**src/rtl/mod_sequencer.sv**
```systemverilog
`default_nettype none
// ============================================================================
//  Module      : mod_sequencer
//  Description : Run/flush/hold sequencer for a PRBS source feeding a FIR.
//                Divides the clock into a one-cycle sample strobe (o_valid),
//                flushes the FIR for FLUSH_LEN strobes after every start,
//                then runs or holds under control of the synchronised
//                switches.  The state code and strobe appear on the LEDs.
//  Options     : MOD_SEQ_HEARTBEAT_EN - when defined, o_leds[3] becomes a
//                heartbeat that toggles every 256 strobes; otherwise
//                o_leds[3] mirrors o_prbs_enable.
//  Revision    : 1.0 - initial release
// ============================================================================
module mod_sequencer #(
    parameter int NB_COUNT  = 3,   // strobe divider width, period 2**NB_COUNT
    parameter int FLUSH_LEN = 8    // strobes spent flushing, 1..255
) (
    input  logic       clock,
    input  logic       i_reset,
    input  logic [3:0] i_switch,
    output logic       o_valid,
    output logic       o_prbs_enable,
    output logic       o_fir_enable,
    output logic       o_prbs_rst,
    output logic       o_fir_rst,
    output logic [1:0] o_state,
    output logic [3:0] o_leds
);

    // ------------------------------------------------------------------------
    // Types and constants
    // ------------------------------------------------------------------------
    typedef enum logic [1:0] {
        ST_IDLE  = 2'b00,
        ST_FLUSH = 2'b01,
        ST_RUN   = 2'b10,
        ST_HOLD  = 2'b11
    } state_t;

    // Flush count value carried by the final flush strobe.
    localparam logic [7:0]          C_FLUSH_LAST = 8'(FLUSH_LEN - 1);
    localparam logic [NB_COUNT-1:0] C_DIV_ONE    = NB_COUNT'(1);

    // ------------------------------------------------------------------------
    // Signals
    // ------------------------------------------------------------------------
    logic [1:0]          sw_meta_q;    // first synchroniser stage
    logic [1:0]          sw_q;         // synchronised switches: [0] run, [1] resume
    state_t              state_q;
    state_t              state_d;
    logic [NB_COUNT-1:0] div_q;        // strobe phase divider
    logic [NB_COUNT-1:0] div_d;
    logic [7:0]          flush_q;      // strobes seen during the current flush
    logic [7:0]          flush_d;
    logic                w_div_full;   // divider sits on its last phase
    logic                w_strobing;   // state in which the divider advances
    logic                w_flush_done; // last flush strobe is present this cycle
    logic                w_led3;
    logic                w_unused_sw;  // i_switch[3:2] are reserved

    assign w_unused_sw = ^i_switch[3:2];

    // ------------------------------------------------------------------------
    // Switch synchroniser
    // ------------------------------------------------------------------------
    // Two-flop synchroniser for the run and resume switches.
    always_ff @(posedge clock) begin
        if (!i_reset) begin
            sw_meta_q <= 2'b00;
            sw_q      <= 2'b00;
        end else begin
            sw_meta_q <= i_switch[1:0];
            sw_q      <= sw_meta_q;
        end
    end

    // ------------------------------------------------------------------------
    // Strobe generation
    // ------------------------------------------------------------------------
    assign w_div_full   = &div_q;
    assign w_strobing   = (state_q == ST_FLUSH) || (state_q == ST_RUN);
    assign o_valid      = w_div_full && w_strobing;
    assign w_flush_done = o_valid && (flush_q == C_FLUSH_LAST);

    // ------------------------------------------------------------------------
    // State machine
    // ------------------------------------------------------------------------
    // State register.
    always_ff @(posedge clock) begin
        if (!i_reset) begin
            state_q <= ST_IDLE;
        end else begin
            state_q <= state_d;
        end
    end

    // Next-state decode; dropping the run switch wins over everything else.
    always_comb begin
        state_d = state_q;
        if (!sw_q[0]) begin
            state_d = ST_IDLE;
        end else begin
            case (state_q)
                ST_IDLE: begin
                    state_d = ST_FLUSH;
                end
                ST_FLUSH: begin
                    if (w_flush_done) begin
                        state_d = sw_q[1] ? ST_RUN : ST_HOLD;
                    end
                end
                ST_RUN: begin
                    if (!sw_q[1]) begin
                        state_d = ST_HOLD;
                    end
                end
                ST_HOLD: begin
                    // Resuming skips the flush; the divider phase was frozen.
                    if (sw_q[1]) begin
                        state_d = ST_RUN;
                    end
                end
                default: begin
                    state_d = ST_IDLE;
                end
            endcase
        end
    end

    // ------------------------------------------------------------------------
    // Divider and flush counter
    // ------------------------------------------------------------------------
    // Counter next values: divider advances while strobing, freezes in HOLD
    // and is zero whenever the machine is, or is about to be, in IDLE.
    always_comb begin
        div_d   = div_q;
        flush_d = 8'd0;
        case (state_q)
            ST_FLUSH, ST_RUN: div_d = div_q + C_DIV_ONE;
            ST_HOLD:          div_d = div_q;
            default:          div_d = '0;
        endcase
        if (state_d == ST_IDLE) begin
            div_d = '0;
        end
        // The flush count only lives while FLUSH persists across the edge,
        // so every fresh flush (including after an abort) starts from 0.
        if ((state_q == ST_FLUSH) && (state_d == ST_FLUSH)) begin
            flush_d = flush_q + {7'd0, o_valid};
        end
    end

    // Counter registers.
    always_ff @(posedge clock) begin
        if (!i_reset) begin
            div_q   <= '0;
            flush_q <= 8'd0;
        end else begin
            div_q   <= div_d;
            flush_q <= flush_d;
        end
    end

    // ------------------------------------------------------------------------
    // Enables, resets and status
    // ------------------------------------------------------------------------
    // Decode the datapath controls from the current state.  During FLUSH
    // the PRBS is stalled while the FIR keeps consuming its held bit.
    always_comb begin
        o_prbs_enable = 1'b0;
        o_fir_enable  = 1'b0;
        o_prbs_rst    = 1'b0;
        o_fir_rst     = 1'b0;
        case (state_q)
            ST_IDLE: begin
                o_prbs_rst = 1'b1;
                o_fir_rst  = 1'b1;
            end
            ST_FLUSH: begin
                o_fir_enable = 1'b1;
            end
            ST_RUN: begin
                o_prbs_enable = 1'b1;
                o_fir_enable  = 1'b1;
            end
            default: begin
                o_prbs_enable = 1'b0;
                o_fir_enable  = 1'b0;
            end
        endcase
    end

    assign o_state = state_q;

`ifdef MOD_SEQ_HEARTBEAT_EN
    logic [7:0] hb_cnt_q;   // strobes since the last heartbeat toggle
    logic       hb_led_q;

    // Heartbeat: toggle the LED every 256 strobes; cleared with the state
    // machine so it reads 0 on every cycle spent in IDLE.
    always_ff @(posedge clock) begin
        if (!i_reset || (state_d == ST_IDLE)) begin
            hb_cnt_q <= 8'd0;
            hb_led_q <= 1'b0;
        end else if (o_valid) begin
            hb_cnt_q <= hb_cnt_q + 8'd1;
            if (hb_cnt_q == 8'hFF) begin
                hb_led_q <= ~hb_led_q;
            end
        end
    end

    assign w_led3 = hb_led_q;
`else
    assign w_led3 = o_prbs_enable;
`endif

    assign o_leds = {w_led3, state_q, o_valid};

endmodule
`default_nettype wire

```
**config.mk**
```make
export PLATFORM = sky130hd
export DESIGN_NAME = mod_sequencer
export DESIGN_NICKNAME = d
export VERILOG_FILES = /design/src/rtl/mod_sequencer.sv
export SDC_FILE = /design/constraint.sdc
export NUM_CORES = 1
export LEC_CHECK = 0
export CAP_MARGIN = 20
export CORE_MARGIN = 3
export CORE_UTILIZATION = 54
export CTS_CLUSTER_SIZE = 12
export DETAILED_ROUTE_END_ITERATION = 6
export PLACE_DENSITY = 0.81
export SYNTH_ARGS = -nofsm -noshare
export SYNTH_HDL_FRONTEND = slang
export SYNTH_SLANG_ARGS = --single-unit
```
**constraint.sdc**
```tcl
create_clock -name clock -period 4.4 [get_ports clock]
set_input_delay 0.88 -clock clock [delete_from_list [all_inputs] [get_ports clock]]
set_output_delay 0.88 -clock clock [all_outputs]
set_load 0.05 [all_outputs]
```
==> results.md, run 1 <==
- At the end of routability-driven placement, the weighted congestion stood at about 0.84.
- The HPWL after detailed placement is around 1200 um.
- The detail route stage leaves a number of antenna-violating nets equal to 0.
- The final wirelength is approximately 1600 um.
- On the final layout, the worst clock skew is roughly 0.0011 ns.
- Setup repair after global routing left no endpoint under its margin.
- Of the available clock period, the critical path in the final layout requires 0.720.
- The worst hold margin is between 0.4 and 0.5 ns.
- Headroom to the max-slew limit came out at 0.655.
- The number of nets at the end of the flow is between 100 and 150.
- The vias per cell is 5.52.
- The fraction of final layout cells with drive strength greater than 1 is 0.107.
- The largest fanout of any net on the critical path is 8.
- Sorting the synthesized cells by area gives the leading types as sky130_fd_sc_hd__dfxtp_1 (37%), sky130_fd_sc_hd__ha_1 (12%), sky130_fd_sc_hd__and2_1 (5.4%), sky130_fd_sc_hd__buf_4 (4.1%), sky130_fd_sc_hd__xor2_1 (3.8%).
- The Yosys step of the flow raised 0 warnings.
- The count of maximum capacitance violations is 0.
- The worst reg2reg path endpoint is flush_q[6].
- At the pin with the least slew margin, the transition time is a little over 0.5 ns.
- The number of gates resized after cts is 0.
- Synthesis inferred 17 register bits.
- CTS built an H-tree with a depth of 1.
- The startpoint identified for the worst register-to-register timing path is o_state[1].
- The worst vdd rail ir drop is between 0.2 and 0.25 mV.
- Among all stages on the critical path, the largest delay is contributed by sky130_fd_sc_hd__clkdlybuf4s50_1.
- The detailed-route DRC error count is 0.
- The worst slack after detailed placement is 1.56 ns.
- The sequential power share is 0.613.
- The die area is approximately 2200 um^2.
- For this run the aggregate overflow at the end of global routing stands at 0.
- The share of the Yosys chip area taken by registers is 0.368.
- The internal power of the cells totals about 200 uW.
- The floorplan die height is between 40 and 50 um.
- The switching power is approximately 60 uW.
- The worst path in the final design needs a cycle of approximately 3.2 ns, including I/O delays and setup.
- Of the total power, the share spent switching nets is 0.231.
- The clock tree root driver cell is sky130_fd_sc_hd__clkbuf_4.
- The routed layout has between 700 and 800 vias.
- When the netlist entered floorplanning its net count stood at between 100 and 150.
- The unique cell type count in the Yosys netlist is 29.
- The synthesized instance count is 100.
- Walking the worst path, the cells encountered are inv_1 -> ha_1 -> and2_1 -> clkdlybuf4s50_1.
- The overall track demand over capacity in global routing is 0.167.
- The detailed router finished its first iteration with 14 violations.
- The most instantiated flip-flop cell in the synthesis netlist is sky130_fd_sc_hd__dfxtp_1.
- Entering global routing, the biggest net connects 11 pins.
- For this run, the top clock speed supported by timing is roughly 0.32 GHz.
- The largest delay contributor family on the critical path is buffers and inverters.
- After synthesis, the share of flip-flops with an asynchronous set or reset is 0.
- The number of antenna cells inserted is 0.
- After clock tree synthesis, the clock-pin slew on the worst setup and hold paths is about 0.1 ns.
- The class of the most critical hold timing path is flop to flop.
- The share of Yosys cell area claimed by the top area cell type is 0.368.
- The initial utilization of the core area, before any placement, comes to 0.594.
- The setup slack after layout is around 1.2 ns.
- The number of hold buffers added after CTS was 0.
- In this run the core area contains 14 standard-cell rows.
- Before antenna repair, the detailed router went through 3 iterations.
- The maximum clock path buffer count is 2.
- In the final timing run, aggregate negative setup slack is 0 ns.
- The relative contribution of the clock network to total power is 0.322.
- The number of hold violations in the final report is 0.
- The power density over the cells is around 240 nW/um^2.
- The die outline width is between 40 and 50 um.
- The data required time at the worst endpoint is 3.52 ns.
- The netlist area before placement is roughly 930 um^2.
- Of the total power, combinational logic draws 0.066.
- A synthesized cell averages ~9.3 um^2.
- STA classifies the critical path endpoint as a primary output.
- The number of buffers added by the clock tree synthesis step is 3.
- The number of cell instances on the worst register-to-register path is 10.
- The reported leakage power is between 0.0004 and 0.0005 uW.
- 17 I/O pins were placed.
- The largest area contributor in the synthesized netlist is sky130_fd_sc_hd__dfxtp_1.
- The number of sinks driven by the clock tree is 17.
- The number of instances on the worst hold path is 1.
- The wire length of the first global-routing pass is 2570 um.
- The arrival time reported for the critical path endpoint is 2.29 ns.
- The CTS tree is done.
- Setup slack on the worst reg-to-reg path comes out at 2.09 ns.
- The initial antenna violation count is 0.
- The worst hold path begins at sw_meta_q[1].
- Post-CTS timing repair inserted 0 buffers for setup.
- The run finished with clean final reports.
- The number of pins exceeding their max-slew limit in the final report is 0.
- The number of global-route vias before repair is approximately 590.
- STA classifies the critical path startpoint as a flop.
- Compared with the post-synthesis result, the final layout area differs by 15.8%.
- During placement, the flow inserted port buffers numbering 14.
- The floorplan step defined a core boundary enclosing 1560 um^2.
- The worst hold endpoint is sw_q[1].
- The buffering stage count on the worst path with inverters included is 2.
- The largest single stage delay on the critical path is roughly 0.81 ns.
- The clock reaches the later pin of the worst-skew pair after around 0.29 ns.
- In this run, synthesis inferred 0 flip-flops with an integrated enable.
- The average wire length per cell after detail routing is 12.4 um.
- Setup violations remaining at the end of the flow were counted as 0.
- The setup path with the least slack is of type flop to primary output.
[cells in the mapped netlist (2+ instances only)]
library cell              count
sky130_fd_sc_hd__nand2_1      7
sky130_fd_sc_hd__nor3_1       6
sky130_fd_sc_hd__nand4_1      2
sky130_fd_sc_hd__xor2_1       4
sky130_fd_sc_hd__xnor2_1      2
sky130_fd_sc_hd__dfxtp_1     17
sky130_fd_sc_hd__a21oi_1      4
sky130_fd_sc_hd__inv_1        4
sky130_fd_sc_hd__nor2_1       9
sky130_fd_sc_hd__nand3_1      6
sky130_fd_sc_hd__buf_4        5
sky130_fd_sc_hd__ha_1         9
sky130_fd_sc_hd__o21ai_0      2
sky130_fd_sc_hd__and2_1       8
[flip-flops by register name, indices dropped and copies added (netlist names)]
signal and cells:
flush_q 8, div_q 3, o_state 2, sw_meta_q 2
sw_q 2
[cells by family after synthesis]
group | synth area share
DFF | 0.368
buffers and inverters | 0.0608
xor gates and xnor gates | 0.0568
AOI/OAI and AO/OA | 0.112
and+or+nand+nor | 0.281
adders and majority gates | 0.122
[per-stage QoR]
| step | area, um^2 | std cells | total power [uW] | util |
|---|---|---|---|---|
| floorplan | 926 | 100 | 171 | - |
| global placement | 1040 | 124 | 177 | 0.670 |
| detailed placement | 1040 | 124 | 177 | 0.670 |
| CTS | 1070 | 128 | 259 | 0.688 |
| global route | 1070 | 128 | 268 | 0.688 |
| finish | 1070 | 128 | 256 | 0.688 |
[worst max-delay path by stage]
stage	slack, ns	from	to	depth (start not counted)
2_1_floorplan	1.13	o_state[0]	o_leds[0]	4
3_3_place_gp	1.60	o_state[0]	o_valid	4
3_5_place_dp	1.56	o_state[0]	o_leds[0]	4
4_1_cts	1.23	o_state[1]	o_leds[0]	4
5_1_grt	1.09	o_state[1]	o_leds[0]	4
6_report	1.23	o_state[1]	o_valid	4
[worst register-to-register path: cells and delay by family, from the launching register on]
family,cells,cell delay (ns)
fa+ha+maj,3,0.78
simple gates,5,0.74
flops,1,0.51
buf+inv,1,0.11
xor+xnor,1,0.11
[cell type report]
cell class / count / area [um^2]
well taps: 16 / 20.0
flip-flops and latches: 17 / 340
clock buffers: 3 / 22.5
repair buffers: 14 / 140
inverters: 4 / 15.0
clock inverters: 1 / 5.00
multi-input cells: 73 / 529
fillers: 130 / 487
[cells in the final DEF (no fill, tap or decap), drive strengths merged, types with 3 or more instances in the layout]
| cell | Yosys | final |
|---|---|---|
| ha | 9 | 9 |
| nor3 | 7 | 7 |
| clkbuf | 0 | 3 |
| clkdlybuf4s50 | 0 | 14 |
| inv | 4 | 4 |
| and2 | 8 | 8 |
| nand2 | 7 | 7 |
| nor2 | 9 | 9 |
| a21oi | 4 | 4 |
| dfxtp | 17 | 17 |
| xor2 | 4 | 4 |
| nand3 | 6 | 6 |
| o21ai | 3 | 3 |
[power by group through the flow]
stage	logic [uW]	registers [uW]	clock network, uW
2_1_floorplan	10.4	161	0
3_3_place_gp	16.5	160	0
3_5_place_dp	16.9	160	0
4_1_cts	16.9	157	85.4
5_1_grt	18.1	157	92.6
6_report	16.8	157	82.3
[metal layers]
layer | global-route usage | wire length [um]
met3 | 0.0383 | 75
met4 | 0.110 | 36
met2 | 0.241 | 715
met5 | 0 | 0
met1 | 0.219 | 758
No activity file was read; power rests on OpenSTA's default activity.
==> run 2: changes to the inputs <==
--- a/config.mk
+++ b/config.mk
@@ -6,11 +6,12 @@
 export NUM_CORES = 1
 export LEC_CHECK = 0
 export CAP_MARGIN = 20
+export CORE_ASPECT_RATIO = 1.4
 export CORE_MARGIN = 3
-export CORE_UTILIZATION = 54
+export CORE_UTILIZATION = 50
 export CTS_CLUSTER_SIZE = 12
 export DETAILED_ROUTE_END_ITERATION = 6
-export PLACE_DENSITY = 0.81
+export PLACE_DENSITY = 0.76
 export SYNTH_ARGS = -nofsm -noshare
 export SYNTH_HDL_FRONTEND = slang
 export SYNTH_SLANG_ARGS = --single-unit
==> constraint.sdc (replaced) <==
create_clock -name clock -period 3.2 [get_ports clock]
set_input_delay 0.64 -clock clock [delete_from_list [all_inputs] [get_ports clock]]
set_output_delay 0.64 -clock clock [all_outputs]
set_load 0.05 [all_outputs]
==> results.md, run 2 (synthesis gave the netlist of run 1 again) <==
- The number of antenna cells inserted is 0.
- Summed over all layers, the global routing overflow is 0.
- Input and output buffers added on the ports amount to 14.
- The worst vdd rail ir drop is 0.282 mV.
- The die outline width is 42.4 um.
- The library cells used most frequently in the layout, excluding fill and tap cells, are sky130_fd_sc_hd__dfxtp_1 (17), sky130_fd_sc_hd__clkdlybuf4s50_1 (14), sky130_fd_sc_hd__nor2_1 (9), sky130_fd_sc_hd__ha_1 (9), sky130_fd_sc_hd__and2_1 (8).
- In this run the post-CTS setup repair buffer count came out at 0.
- The arrival time reported for the critical path endpoint is roughly 2.3 ns.
- The overall track demand over capacity in global routing is 0.149.
- The wire length of the first global-routing pass is 2860 um.
- The library cell contributing the largest single delay on the critical path is sky130_fd_sc_hd__clkdlybuf4s50_1.
- The die area is 2410 um^2.
- After routing, the total negative slack on setup checks comes to 0 ns.
- Post-CTS repair changed the size of 0 cells.
- The critical path runs through a total of 4 cells.
- The maximum operating frequency is approximately 0.34 GHz.
- The clock edge transition at the registers on the reported setup and hold paths is ~0.090 ns.
- In this run the standard cell core region covers 1660 um^2.
- Routability-driven placement finished with a final weighted congestion of between 0.7 and 0.8.
- The transition time at the pin with the least slew margin is approximately 0.5 ns.
- The class of the most critical hold timing path is flop to flop.
- The clock reaches the later pin of the worst-skew pair after between 0.2 and 0.3 ns.
- The reported leakage power is 0.000424 uW.
- The final period demand of the worst path is 2.90 ns.
- The initial antenna violation count is 0.
- Of the cells placed in the final design, the portion with a size suffix greater than 1 is 0.0982.
- Counting tap cells, the placed design contains a total of 127 instances.
- The clock tree skew after final layout is ~0.004 ns.
- TritonCTS created 3 clock buffers.
- The cell family contributing the most delay on the critical path is buffers and inverters.
- The data required time at the worst endpoint is 2.56 ns.
- The initial detailed-routing violation count is 10.
- For this run, design rule violations remaining after detail routing come to 0.
- The number of hold violations in the final report is 0.
- The design area is around 1100 um^2.
- The largest registers in the layout are flush_q: 8 flops, div_q: 3 flops.
- The number of endpoints failing setup at the final stage is 0.
- The clock tree root driver cell is sky130_fd_sc_hd__clkbuf_4.
- For this design the ratio of total power to cell area is 327 nW/um^2.
- The buffering stage count on the worst path with inverters included is 2.
- The total power is about 350 uW.
- Of all nets on the critical path, the largest fanout is 6.
- Dividing the detail-routed via count by the number of cells gives ~5.3.
- In this run the number of H-tree levels came out at 1.
- The type of destination of the critical path is a primary output.
- By startpoint and endpoint, the worst setup path is classified as flop to primary output.
- In the final design database the tool counted 128 nets.
- The number of sinks driven by the clock tree is 17.
- The flow ran to the end, and the final reports show no timing, DRC or antenna violations.
- Entering global routing, the biggest net connects 10 pins.
- During I/O placement, the number of pins put on the boundary was 17.
- The worst setup path is launched from a flop.
- Setup repair after global routing left no endpoint under its margin.
- The library cell used most frequently in the layout, excluding fill and tap cells, is sky130_fd_sc_hd__dfxtp_1.
- The average wire length per cell after detail routing is approximately 12 um.
- In this run, post-CTS hold repair placed 0 buffers.
- The number of instances on the worst hold path is 1.
- The detailed-placement wirelength estimate is ~1300 um.
- The die is ~57 um tall.
- The number of nets with antenna violations after detailed routing is 0.
- The number of global-route vias before repair is around 700.
- The CTS tree is done.
- The standard cell area after detailed placement is 1050 um^2.
- Excluding fillers, the count of instances in the completed layout stands at roughly 130.
- The initial utilization of the core area, before any placement, comes to 0.558.
- The number of cell instances on the worst register-to-register path is 10.
- Headroom to the max-slew limit came out at 0.666.
- Row generation in the floorplan step produced 17 rows.
- Counting along the longest clock path gives a buffer depth of 2.
- The number of pins exceeding their max-slew limit in the final report is 0.
- The final wirelength is roughly 1600 um.
- From synthesis to final layout, the design area changed by 16.1%.
- The register ranked first by flip-flop count is flush_q.
- The first-pass iteration count of the detailed router is 4.
- In the finished design, the share of the clock period the worst path needs comes to 0.907.
- The register with the most flip-flops in the layout has 8 of them.
- The tool flagged a number of max-cap violations equal to 0.
- The peak per-stage delay on the critical path is approximately 0.82 ns.
- The signal on the critical path passes through inv_1 -> ha_1 -> and2_1 -> clkdlybuf4s50_1.
- Detailed routing inserted a total of between 600 and 700 vias.
-- run 2: cell count changes in the layout (fill, tap and decap cells not counted), sizes merged --
cell and delta:
clkbuf +1, clkinv -1
-- run 2: layer usage --
metal | GRT usage | up-vias | part of all wire
met4 | 0.0756 | 0 | 0.017
li1 | - | 363 | -
met3 | 0.0288 | 4 | 0.032
met2 | 0.253 | 13 | 0.49
met5 | 0 | - | 0
met1 | 0.173 | 316 | 0.46
-- run 2: path summary, 6_finish.rpt --
kind,slack (ns),from,endpoint
max,0.30,o_state[0],o_valid
min reg2reg,0.44,sw_meta_q[1],sw_q[1]
min,0.44,sw_meta_q[1],sw_q[1]
max reg2reg,0.92,o_state[0],flush_q[6]
-- run 2: area by class of cell --
class / count / area [um^2]
fillers: 158 / 584
multi-input cells: 73 / 529
inverters: 4 / 15.0
clock buffers: 4 / 26.3
repair buffers: 14 / 140
well taps: 19 / 23.8
flip-flops and latches: 17 / 340
-- run 2: per-stage QoR --
stage	setup WS, ns	hold WS, ns	utilization
after detailed placement	0.604	0.419	0.632
after global placement	0.659	0.414	0.632
final	0.297	0.438	0.648
after global routing	0.128	0.452	0.648
after floorplan	0.0222	0.412	-
after CTS	0.278	0.440	0.648
-- run 2: where the power goes --
| part | leakage [uW] | internal, uW | switching [uW] |
|---|---|---|---|
| logic | 0.000271 | 9.91 | 13.5 |
| registers | 0.000138 | 214 | 1.16 |
| clock network | 0.0000150 | 48.4 | 63.8 |
==> run 3: changes to the inputs <==
--- a/config.mk
+++ b/config.mk
@@ -7,7 +7,7 @@
 export LEC_CHECK = 0
 export CAP_MARGIN = 20
 export CORE_ASPECT_RATIO = 1.4
-export CORE_MARGIN = 3
+export CORE_MARGIN = 2
 export CORE_UTILIZATION = 50
 export CTS_CLUSTER_SIZE = 12
 export DETAILED_ROUTE_END_ITERATION = 6
==> results.md, run 3 (synthesis gave the netlist of run 1 again) <==
- The run finished with clean final reports.
- The launch point of the worst path is o_state[0].
- The cell sitting at the root of the clock tree is a sky130_fd_sc_hd__clkbuf_4.
- Static timing analysis puts the maximum clock frequency at around 0.34 GHz.
- Buffers added to address setup during post-CTS repair amount to 0.
- The clock passes through at most 2 buffers.
- The library cell used most frequently in the layout, excluding fill and tap cells, is sky130_fd_sc_hd__dfxtp_1.
- The floorplan step defined a die boundary enclosing around 2200 um^2.
- For the worst flop-to-flop path, the logic depth is 10.
- The min-delay analysis places its worst path in the category flop to flop.
- The remaining max-slew budget at the tightest pin is 0.669.
- The final layout contains roughly 130 nets.
- The reported leakage power is approximately 0.00042 uW.
- The number of antenna cells inserted is 0.
- Clock latency on the worst-skew pair, taken at its later pin, is ~0.30 ns.
- The type of destination of the critical path is a primary output.
- The tool flagged a number of max-cap violations equal to 0.
- The final period demand of the worst path is a little under 3 ns.
- The library cell contributing the largest single delay on the critical path is sky130_fd_sc_hd__clkdlybuf4s50_1.
- The first-pass iteration count of the detailed router is 2.
- Following the worst setup path forward leads to its endpoint at o_leds[0].
- After detailed routing, the average wire length per cell comes to 12.6 um.
- The die outline width is 40.4 um.
- The buffering stage count on the worst path with inverters included is 2.
- The top cell types in the final layout, fill and taps aside, are sky130_fd_sc_hd__dfxtp_1 (17), sky130_fd_sc_hd__clkdlybuf4s50_1 (14), sky130_fd_sc_hd__nor2_1 (9), sky130_fd_sc_hd__ha_1 (9), sky130_fd_sc_hd__and2_1 (8).
- TritonCTS built the clock tree.
- The largest fanout of any net on the critical path is 6.
- Setup repair after global routing left no endpoint under its margin.
- The final wirelength is 1660 um.
- The largest delay contributor family on the critical path is buffers and inverters.
- The area of the core is 1760 um^2.
- Setup slack on the worst reg-to-reg path comes out at slightly below 0.9 ns.
- The count of standard-cell rows is 18.
- VDD sags by at most around 0.28 mV.
- Entering global routing, the biggest net connects 12 pins.
- The path type of the worst setup path is flop to primary output.
- The startpoint identified for the worst register-to-register timing path is o_state[0].
- The arrival time reported for the critical path endpoint is ~2.3 ns.
- The combined area of the multi-input logic cells is about 530 um^2.
- The type of element launching the critical path is a flop.
- The final route contains 699 vias.
- The transition time at the pin with the least slew margin is around 0.49 ns.
- Summed over all failing endpoints, the final setup total negative slack is 0 ns.
- The footprint of the flip-flops and latches is around 340 um^2.
- CTS saw 17 sinks.
- The number of gates resized after CTS was 0.
- The clock tree skew after final layout is 0.00890 ns.
- The count of port buffers added during placement is 14.
- Counting buffers and inverters, the worst setup path is 4 cells deep.
- Hold repair after CTS inserted 0 buffers.
- The number of pins exceeding their max-slew limit in the final report is 0.
- The first global-routing pass estimated 2720 um of wire.
- The endpoint identified for the worst register-to-register timing path is flush_q[6].
- At the end of routability-driven placement, the weighted congestion stood at between 0.7 and 0.8.
- In the global route stage, overall resource usage came out at 0.179.
- On the worst path, the slowest cell contributes a delay of 0.81 ns.
- The register with the most flip-flops in the layout has 8 of them.
- The layout filler cell count is around 150.
- The floorplan die height is 54.9 um.
- After global routing the overflow that remains totals 0.
- The power density over the cells is ~330 nW/um^2.
- The standard cell area after detailed placement is 1050 um^2.
- The initial utilization of the core area, before any placement, comes to 0.527.
- The initial antenna violation count is 0.
- The number of hold violations in the final report is 0.
- The number of buffers added by the clock tree synthesis step is 3.
- The register with the most flip-flops in the final layout is flush_q.
- In this run the number of H-tree levels came out at 1.
- For this block, the initial DRC count from the detailed router was 7.
- In the final layout, the share of cells above drive strength 1 is 0.107.
- In the final layout, the registers with the most flip-flops are flush_q: 8 flops, div_q: 3 flops.
- The clock edge transition at the registers on the reported setup and hold paths is between 0.1 and 0.15 ns.
- The detailed-route DRC error count is 0.
- Using the TritonRoute via totals, the vias-per-cell ratio works out to around 5.3.
- The data required time at the worst endpoint is 2.56 ns.
- The boundary pin count is 17.
- The signal on the critical path passes through inv_1 -> ha_1 -> and2_1 -> clkdlybuf4s50_1.
- The number of nets with antenna violations after detailed routing is 0.
- The number of endpoints failing setup at the final stage is 0.
- Detailed placement ended at an HPWL of 1320 um.
- Of the available clock period, the critical path in the final layout requires 0.914.
- Compared with the post-synthesis result, the final layout area differs by 16.6%.
- The number of global-route vias before repair came to 673.
- The finished cells cover 1080 um^2.
==> run 3: per-stage QoR <==
| stage | std cells | setup WS [ns] | hold WS, ns | utilization | total power [uW] |
|---|---|---|---|---|---|
| floorplan | 100 | 0.0222 | 0.412 | - | 235 |
| global placement | 128 | 0.654 | 0.415 | 0.598 | 243 |
| detailed placement | 128 | 0.607 | 0.420 | 0.598 | 244 |
| CTS | 132 | 0.256 | 0.447 | 0.615 | 362 |
| global route | 132 | 0.152 | 0.461 | 0.615 | 374 |
| finish | 132 | 0.276 | 0.448 | 0.615 | 358 |
==> run 3: how the worst min path moves through the flow <==
stage | start | slack (ns) | cells past startpoint | to
floorplan | sw_meta_q[0] | 0.41 | 1 | sw_q[0]
global placement | sw_meta_q[0] | 0.41 | 1 | sw_q[0]
detailed placement | sw_meta_q[1] | 0.42 | 1 | sw_q[1]
CTS | sw_meta_q[1] | 0.45 | 1 | sw_q[1]
global route | sw_meta_q[1] | 0.46 | 1 | sw_q[1]
finish | sw_meta_q[1] | 0.45 | 1 | sw_q[1]
==> run 3: worst register-to-register path, stage by stage (launching register included) <==
cell	delay (ns)
sky130_fd_sc_hd__dfxtp_1	0.44
sky130_fd_sc_hd__inv_1	0.13
sky130_fd_sc_hd__ha_1	0.39
sky130_fd_sc_hd__and2_1	0.22
sky130_fd_sc_hd__ha_1	0.21
sky130_fd_sc_hd__ha_1	0.21
sky130_fd_sc_hd__and3_2	0.23
sky130_fd_sc_hd__nand3_1	0.11
sky130_fd_sc_hd__xnor2_1	0.13
sky130_fd_sc_hd__nand3_1	0.09
sky130_fd_sc_hd__nor2_1	0.11
==> run 3: cell type report <==
type / instances / share of cell area
timing repair buffer: 14 / 0.130
sequential: 17 / 0.315
multi-input combinational: 73 / 0.490
clock inverter: 1 / 0.00695
tap: 20 / 0.0232
inverter: 4 / 0.0139
clock buffer: 3 / 0.0209
==> run 3: power breakdown <==
| part | internal, uW | total (uW) | switching [uW] |
|---|---|---|---|
| logic | 9.91 | 23.3 | 13.4 |
| registers | 214 | 215 | 1.28 |
| clock network | 47.6 | 120 | 72.1 |
==> run 3: layer usage <==
layer / part of all wire / up-vias / GRT usage
met4: 0.015 / 0 / 0.111
li1: - / 363 / -
met3: 0.023 / 4 / 0.0280
met2: 0.51 / 11 / 0.315
met1: 0.45 / 321 / 0.189
met5: 0 / - / 0
